--- config.mk ---
export PLATFORM = sky130hd
export DESIGN_NAME = wishbone_intercon
export DESIGN_NICKNAME = d
export VERILOG_FILES = /design/src/rtl/wishbone_pkg.sv /design/src/rtl/wb_slave_regfile.sv /design/src/rtl/wishbone_intercon.sv
export SDC_FILE = /design/constraint.sdc
export NUM_CORES = 2
export LEC_CHECK = 0
export CORE_UTILIZATION = 35
export DETAILED_ROUTE_END_ITERATION = 16
export PLACE_DENSITY = 0.5
export SLEW_MARGIN = 20
export SYNTH_ARGS = -nofsm -noshare
export SYNTH_HDL_FRONTEND = slang
export SYNTH_SLANG_ARGS = --single-unit
--- constraint.sdc ---
create_clock -name CLK_I -period 92.8 [get_ports CLK_I]
set_input_delay 9.28 -clock CLK_I [delete_from_list [all_inputs] [get_ports CLK_I]]
set_output_delay 9.28 -clock CLK_I [all_outputs]
set_load 0.05 [all_outputs]
--- src/rtl/wishbone_pkg.sv ---
// Shared definitions for the Wishbone interconnect demonstrator.
//   - master FSM state encoding
//   - slave-select codes on ADR[7:6]
//   - slave register-file depth and default bus widths
package wishbone_pkg;

  typedef enum logic {
    IDLE = 1'b0,
    BUSY = 1'b1
  } mst_state_e;

  localparam logic [1:0] SLV0_SEL   = 2'b10;
  localparam logic [1:0] SLV1_SEL   = 2'b11;
  localparam int         SLV_DEPTH  = 16;
  localparam int         DEF_DATA_W = 64;
  localparam int         DEF_ADR_W  = 8;

endpackage

--- src/rtl/wb_slave_regfile.sv ---
// Wishbone classic register-file slave, SLV_DEPTH words of DATA_W bits.
// Ports:
//   clk, rst        clock, async active-high reset
//   cyc, stb, we    bus cycle qualifiers from the master
//   sel             address-decode select for this slave
//   adr             word index within the slave
//   dat_i           write data
//   ack             registered, single-cycle acknowledge
//   dat_o           registered read data
module wb_slave_regfile
  import wishbone_pkg::*;
#(
  parameter int DATA_W = DEF_DATA_W
) (
  input  logic                         clk,
  input  logic                         rst,
  input  logic                         cyc,
  input  logic                         stb,
  input  logic                         we,
  input  logic                         sel,
  input  logic [$clog2(SLV_DEPTH)-1:0] adr,
  input  logic [DATA_W-1:0]            dat_i,
  output logic                         ack,
  output logic [DATA_W-1:0]            dat_o
);

  logic [SLV_DEPTH-1:0][DATA_W-1:0] mem_q, mem_d;
  logic [DATA_W-1:0]                dat_q, dat_d;
  logic                             ack_q, ack_d;
  logic                             hit;

  // ~ack_q keeps the ack one cycle wide even though STB is still high
  // on the edge where the master consumes it.
  always_comb begin
    hit   = cyc & stb & sel & ~ack_q;
    ack_d = hit;
    mem_d = mem_q;
    dat_d = dat_q;
    if (hit) begin
      if (we) mem_d[adr] = dat_i;
      else    dat_d      = mem_q[adr];
    end
  end

  always_ff @(posedge clk or posedge rst) begin
    if (rst) begin
      mem_q <= '0;
      dat_q <= '0;
      ack_q <= 1'b0;
    end else begin
      mem_q <= mem_d;
      dat_q <= dat_d;
      ack_q <= ack_d;
    end
  end

  assign ack   = ack_q;
  assign dat_o = dat_q;

endmodule

--- src/rtl/wishbone_intercon.sv ---
// Self-contained Wishbone B4 classic system: one master FSM turning
// side-band requests into single bus cycles, an address decoder, two
// register-file slaves and a default responder for unmapped addresses.
// Ports:
//   CLK_I, RST_I   clock, async active-high reset
//   DATA_INPUT     write data for the next cycle
//   ADR_INPUT      word address for the next cycle
//   WE_INPUT       request a write (wins over SMP)
//   SMP            request a read when WE_INPUT=0
//   DATA_OUTPUT    last read data, registered
module wishbone_intercon
  import wishbone_pkg::*;
#(
  parameter int DATA_W = DEF_DATA_W,
  parameter int ADR_W  = DEF_ADR_W
) (
  input  logic              CLK_I,
  input  logic              RST_I,
  input  logic [DATA_W-1:0] DATA_INPUT,
  input  logic [ADR_W-1:0]  ADR_INPUT,
  input  logic              WE_INPUT,
  input  logic              SMP,
  output logic [DATA_W-1:0] DATA_OUTPUT
);

  localparam int NUM_SLV = 2;

  mst_state_e        state_q, state_d;
  logic              cyc_q, cyc_d;
  logic              stb_q, stb_d;
  logic              we_q, we_d;
  logic [ADR_W-1:0]  adr_q, adr_d;
  logic [DATA_W-1:0] dat_q, dat_d;
  logic [DATA_W-1:0] dout_q, dout_d;
  logic              def_ack_q, def_ack_d;

  logic [NUM_SLV-1:0]             slv_sel, slv_ack;
  logic [NUM_SLV-1:0][DATA_W-1:0] slv_dat;
  logic                           def_sel;
  logic                           bus_ack;
  logic [DATA_W-1:0]              bus_dat;

  // Only ADR[7:6] selects and ADR[3:0] indexes; the rest is don't-care.
  logic unused_adr;
  assign unused_adr = ^adr_q;

  for (genvar g = 0; g < NUM_SLV; g++) begin : g_slv
    assign slv_sel[g] = (adr_q[7:6] == ((g == 0) ? SLV0_SEL : SLV1_SEL));

    wb_slave_regfile #(.DATA_W(DATA_W)) u_slv (
      .clk   (CLK_I),
      .rst   (RST_I),
      .cyc   (cyc_q),
      .stb   (stb_q),
      .we    (we_q),
      .sel   (slv_sel[g]),
      .adr   (adr_q[3:0]),
      .dat_i (dat_q),
      .ack   (slv_ack[g]),
      .dat_o (slv_dat[g])
    );
  end

  assign def_sel = ~|slv_sel;

  // Default responder: same ack timing as a slave so the bus never hangs;
  // writes are dropped and reads see zero through the mux.
  assign def_ack_d = cyc_q & stb_q & def_sel & ~def_ack_q;

  assign bus_ack = |(slv_ack & slv_sel) | (def_ack_q & def_sel);
  assign bus_dat = slv_sel[0] ? slv_dat[0] :
                   slv_sel[1] ? slv_dat[1] : '0;

  always_comb begin
    state_d = state_q;
    cyc_d   = cyc_q;
    stb_d   = stb_q;
    we_d    = we_q;
    adr_d   = adr_q;
    dat_d   = dat_q;
    dout_d  = dout_q;
    case (state_q)
      IDLE: begin
        if (WE_INPUT || SMP) begin
          we_d    = WE_INPUT;
          adr_d   = ADR_INPUT;
          dat_d   = DATA_INPUT;
          cyc_d   = 1'b1;
          stb_d   = 1'b1;
          state_d = BUSY;
        end
      end
      BUSY: begin
        if (bus_ack) begin
          cyc_d   = 1'b0;
          stb_d   = 1'b0;
          state_d = IDLE;
          if (!we_q) dout_d = bus_dat;
        end
      end
      default: state_d = IDLE;
    endcase
  end

  always_ff @(posedge CLK_I or posedge RST_I) begin
    if (RST_I) begin
      state_q   <= IDLE;
      cyc_q     <= 1'b0;
      stb_q     <= 1'b0;
      we_q      <= 1'b0;
      adr_q     <= '0;
      dat_q     <= '0;
      dout_q    <= '0;
      def_ack_q <= 1'b0;
    end else begin
      state_q   <= state_d;
      cyc_q     <= cyc_d;
      stb_q     <= stb_d;
      we_q      <= we_d;
      adr_q     <= adr_d;
      dat_q     <= dat_d;
      dout_q    <= dout_d;
      def_ack_q <= def_ack_d;
    end
  end

  assign DATA_OUTPUT = dout_q;

endmodule

Yosys cells after proc, flatten, opt, wreduce, memory -nomap -nowiden
Index checks and enable logic that the tools add are counted.
{"block": "classes", "magnitude_cmp": 2, "n_mux": 16, "bitwise": 14, "eq_ne": 4, "reduce_logical": 12}
{"cell": "bitwise mux 1024 bit", "count": 2}
{"cell": "binary-select mux 64 bit (select 4 bit)", "count": 2}
{"cell": "2-to-1 mux 64 bit", "count": 5}
{"cell": "demux 64 bit (select 4 bit)", "count": 1}
{"cell": "AND reduction 2 bit", "count": 6}
{"cell": "bitwise AND 1 bit", "count": 7}
{"cell": "< comparator 4 x 5 -> 1 bit, second input constant", "count": 1}
{"cell": "inverter 1 bit", "count": 5}
{"cell": "== test 2 bit, second input constant", "count": 2}
{"cell": ">= comparator 4 x 1 -> 1 bit, second input constant", "count": 1}
{"cell": "2-to-1 mux 1 bit", "count": 4}
{"cell": "case mux 1 bit (2 select lines)", "count": 2}
{"cell": "OR reduction 2 bit", "count": 2}
{"cell": "AND reduction 3 bit", "count": 1}
{"cell": "bitwise AND 2 bit", "count": 1}
{"cell": "inequality test 2 x 1 -> 1 bit, second input constant", "count": 1}
{"cell": "inequality test 2 bit, second input constant", "count": 1}
{"cell": "logical AND 1 bit", "count": 1}
{"cell": "zero test 1 bit", "count": 1}
{"cell": "logical OR 1 bit", "count": 1}
{"cell": "bitwise OR 1 bit", "count": 1}
{"block": "word_totals", "output_inout_bits": 64, "wordCells": 91, "regBits": 2318, "input_bits": 76}

Longest topological paths before layout
{"block": "logic_depth", "depth_word": 7, "ltp_mapped": 9, "ltp_nobuf": 4}

Cells and area by module
Synthesis repeated with hierarchy kept, for this count alone.
{"block": "hier_totals", "cells_unflattened": 7119, "hier_area_um2": 102542.1}
{"mod": "wb_slave_regfile", "seq_area_each_um2": 27251.1, "instances": 2, "cells_each": 3337, "area_per_inst_um2": 48218.7}
{"mod": "wishbone_intercon", "seq_area_each_um2": 3453.3, "instances": 1, "cells_each": 445, "area_per_inst_um2": 6104.6}

Least setup slack after synthesis
OpenSTA, ideal clock, no wires.
{"block": "synth_path", "path_type": "input -> register", "start": "input SMP", "end": "register adr_q[0]", "t_arrival_ns": 10.387, "setup_time_ns": 0.125, "n_path_buf": 1, "slack_ns": 82.288, "path_stages": 3, "required_time_ns": 92.675, "path_cell_list": "o21ai_1 -> clkbuf_1 -> mux2_2"}
{"block": "synth_via", "elab_chain_len": 2}
{"item": "from (decl)", "line_no": "wishbone_intercon.sv:22", "source": "input logic SMP,"}
{"item": "logical OR 1 bit", "line_no": "wishbone_intercon.sv:84", "source": "if (WE_INPUT || SMP) begin"}
{"item": "AND reduction 2 bit (no source line)"}
{"item": "to (signal assigned)", "line_no": "wishbone_intercon.sv:120", "source": "adr_q <= adr_d;"}
{"item": "to (decl)", "line_no": "wishbone_intercon.sv:32", "source": "logic [ADR_W-1:0] adr_q, adr_d;"}
No other way between the ends.
A chain may end at the register's enable or synchronous reset.

==> reports/qor.yml <==
yosys:
  synth_area_um2: 101500
  synth_warnings: 0
  synth_top_cell_area_share: 0.5713
  async_flop_share: 1.000
  yosysSeqAreaShare: 0.5713
  ys_types: 43
  synth_ff_type: "dfrtp_1"
  synthTopCellsByArea: "dfrtp_1, mux2_2, mux4_2"
  synth_area_leader_cell: "dfrtp_1"
  postSynthAreaPerCell_um2: 14.99
  synthesis.nets: 6844
  synth_edf_count: 0
  synth-seq-cells: 2316
  netlist_instances: 6768
pwr:
  switching_share: 0.3460
  p_int_mw: 2.496
  p_switching_mw: 1.320
  combPwrFrac: 0.283
  seqPwrFrac: 0.435
  leakage_nw: 55.14
  p_total_mw: 3.816
  pwr-share-clk: 0.281
  power_density_nw_per_um2: 33.06
  ir_drop_mv: 0.02954
timing:
  max_freq_ghz: 0.06889
  skew_ns: 0.03998
  finalHoldViolCount: 0
  fin_hold_ws_ns: 0.4499
  worst_slew_pin_slew_ns: 1.189
  maxSlewViolCount: 0
  period_share: 0.1564
  finalSetupViolCount: 0
  setup_tns_ns: 0
  layout_setup_ws_ns: 78.28
  rsz0062_at_grt: "no"
  period_needed_ns: 14.52
  maxSlewHeadroom: 0.2070
critical_path:
  slowest_stage: "buf_4"
  start_kind: "input port"
  worstReg2RegStart: "adr_q[3]"
  end_kind: "async pin"
  critPathLaunch: "RST_I"
  crit_path_max_fanout: 84
  required_ns: 93.68
  timing.rr.end: "g_slv[0].u_slv.mem_q[343]"
  r2r_slack_ns: 88.19
  crit_arrival_ns: 15.39
  cpPeakStageDelay_ns: 0.87
  crit_family: "buffers and inverters"
  cp_common_cell: "buf_4"
  worst-path-buf-inv: 8
  criticalPathCategory: "in2async"
  r2r_cells: 6
  crit_chain: "clkdlybuf4s50_1 > inv_8 > buf_4 > buf_4 > buf_4 > buf_4 > buf_4 > buf_4"
floorplanning:
  initial_core_util: 0.3521
  rows: 197
  die_w_um: 540.4
  ios: 140
  die-area_um2: 292000
  die_h_um: 540.4
  core_area_um2: 288100
drt:
  drc: 0
  ant_nets: 0
  first_pass_iters: 5
  wire_per_inst_um: 29.21
  drt_iter0_drc: 3328
  vias_per_cell: 5.536
  routed_wl_um: 311200
  vias: 58990
placement:
  port_buffers: 137
  place_ws_ns: 77.10
  gp_congestion: 0.7198
  dp_hpwl_um: 163600
  post-place-cells: 10170
worst_hold_path:
  hold_path_depth: 1
  holdPathEnd: "def_ack_q"
  hp-class: "reg2reg"
  worstHoldStart: "def_ack_q"
status:
  outcome: "complete, no violations"
global_route:
  grt_max_degree: 179
  grt_pass1_wl_um: 456700
  antenna_found_initial: 7
  grt_pass1_vias: 62810
  track_usage: 0.2133
  grt.overflow.total: 0
layout:
  area_growth_pct: 13.80
  nFillCells: 26610
  drive_gt1_frac: 0.4266
  layout_common_cells: "dfrtp_1, mux2_2, mux2i_1"
  post_layout_nonfiller_instances: 10660
  layout_commonest_cell: "dfrtp_1"
  nNetsFinal: 6741
clocking:
  cts_tree: "yes"
  root_buffer: "clkbuf_16"
  hold_buffers: 0
  htreeDepth: 5
  clock_latency_ns: 0.91
  clock-sinks: 2316
  cts_setup_buffers: 0
  clock_path_buffers: 4
  clkTransAtPathRegs_ns: 0.06
  ctsResizeCount: 0
  cts_buffers: 275
flow_run:
  maxCapViolCount: 0
==> flip-flops by register name (all words and copies together), names as in the netlist <==
| name | count |
|---|---|
| we_q | 1 |
| dat_q | 64 |
| g_slv.u_slv.ack | 2 |
| g_slv.u_slv.dat_o | 128 |
| DATA_OUTPUT | 64 |
| state_q | 1 |
| def_ack_q | 1 |
| g_slv.u_slv.mem_q | 2048 |
| adr_q | 6 |
| stb_q | 1 |
==> logic make-up after synthesis <==
group	share of synthesized area
buffers and inverters	0.02648
AOI/OAI and AO/OA	0.03769
DFF	0.5713
and+or+nand+nor	0.01396
muxes	0.3506
==> Yosys cell counts, drive strengths merged, types with 2 or more instances <==
| master | number |
|---|---|
| inv | 8 |
| nand2 | 114 |
| clkbuf | 469 |
| o21ai | 2 |
| nand4 | 2 |
| a211oi | 32 |
| o22ai | 188 |
| o31ai | 64 |
| mux2i | 443 |
| nor3 | 37 |
| mux2 | 2121 |
| dfrtp | 2316 |
| a22oi | 97 |
| nor2b | 5 |
| nand3 | 12 |
| nand2b | 2 |
| nand3b | 3 |
| nor4 | 2 |
| buf | 187 |
| mux4 | 322 |
| nor2 | 137 |
| or3b | 3 |
| a31oi | 159 |
| a21oi | 33 |
==> layer usage <==
| layer | routed length, um | vias to the layer above | global-route usage |
|---|---|---|---|
| met2 | 149900 | 982 | 0.3528 |
| li1 | - | 24920 | - |
| met5 | 0 | - | 0 |
| met1 | 144200 | 32690 | 0.2987 |
| met3 | 9903 | 395 | 0.02240 |
| met4 | 7164 | 0 | 0.05347 |
==> layout make-up <==
cell class / count / area [um2] / share of cell area
multi-input combinational: 3788 / 41160 / 0.3566
antenna: 3 / 7.507 / 0.00006503
sequential: 2316 / 58010 / 0.5025
clock inverter: 59 / 857.1 / 0.007424
inverter: 8 / 40.04 / 0.0003468
tap: 3781 / 4731 / 0.04098
clock buffer: 424 / 8104 / 0.07020
timing repair buffer: 276 / 2537 / 0.02198
==> worst max path at each step <==
stage | to | depth (start not counted)
2_1_floorplan | DATA_OUTPUT[0] | 1
3_3_place_gp | g_slv[0].u_slv.mem_q[295] | 8
3_5_place_dp | g_slv[0].u_slv.mem_q[295] | 8
4_1_cts | g_slv[0].u_slv.mem_q[359] | 8
5_1_grt | g_slv[0].u_slv.mem_q[487] | 8
6_report | g_slv[0].u_slv.mem_q[487] | 8
==> through the flow <==
| stage | area [um2] | utilization |
|---|---|---|
| 4_1_cts | 115300 | 0.4003 |
| 5_1_grt | 115400 | 0.4006 |
| 3_3_place_gp | 106400 | 0.3691 |
| 2_1_floorplan | 101500 | - |
| 6_report | 115400 | 0.4007 |
| 3_5_place_dp | 106400 | 0.3692 |
==> power by group through the flow <==
stage	clock network [mW]	logic (mW)	registers, mW
after floorplan	0	0.849	1.54
after global placement	0	1.08	1.66
after detailed placement	0	1.10	1.68
after CTS	1.10	1.10	1.66
after global routing	1.14	1.16	1.72
final	1.07	1.08	1.66
Power figures use the tool's default switching activity.
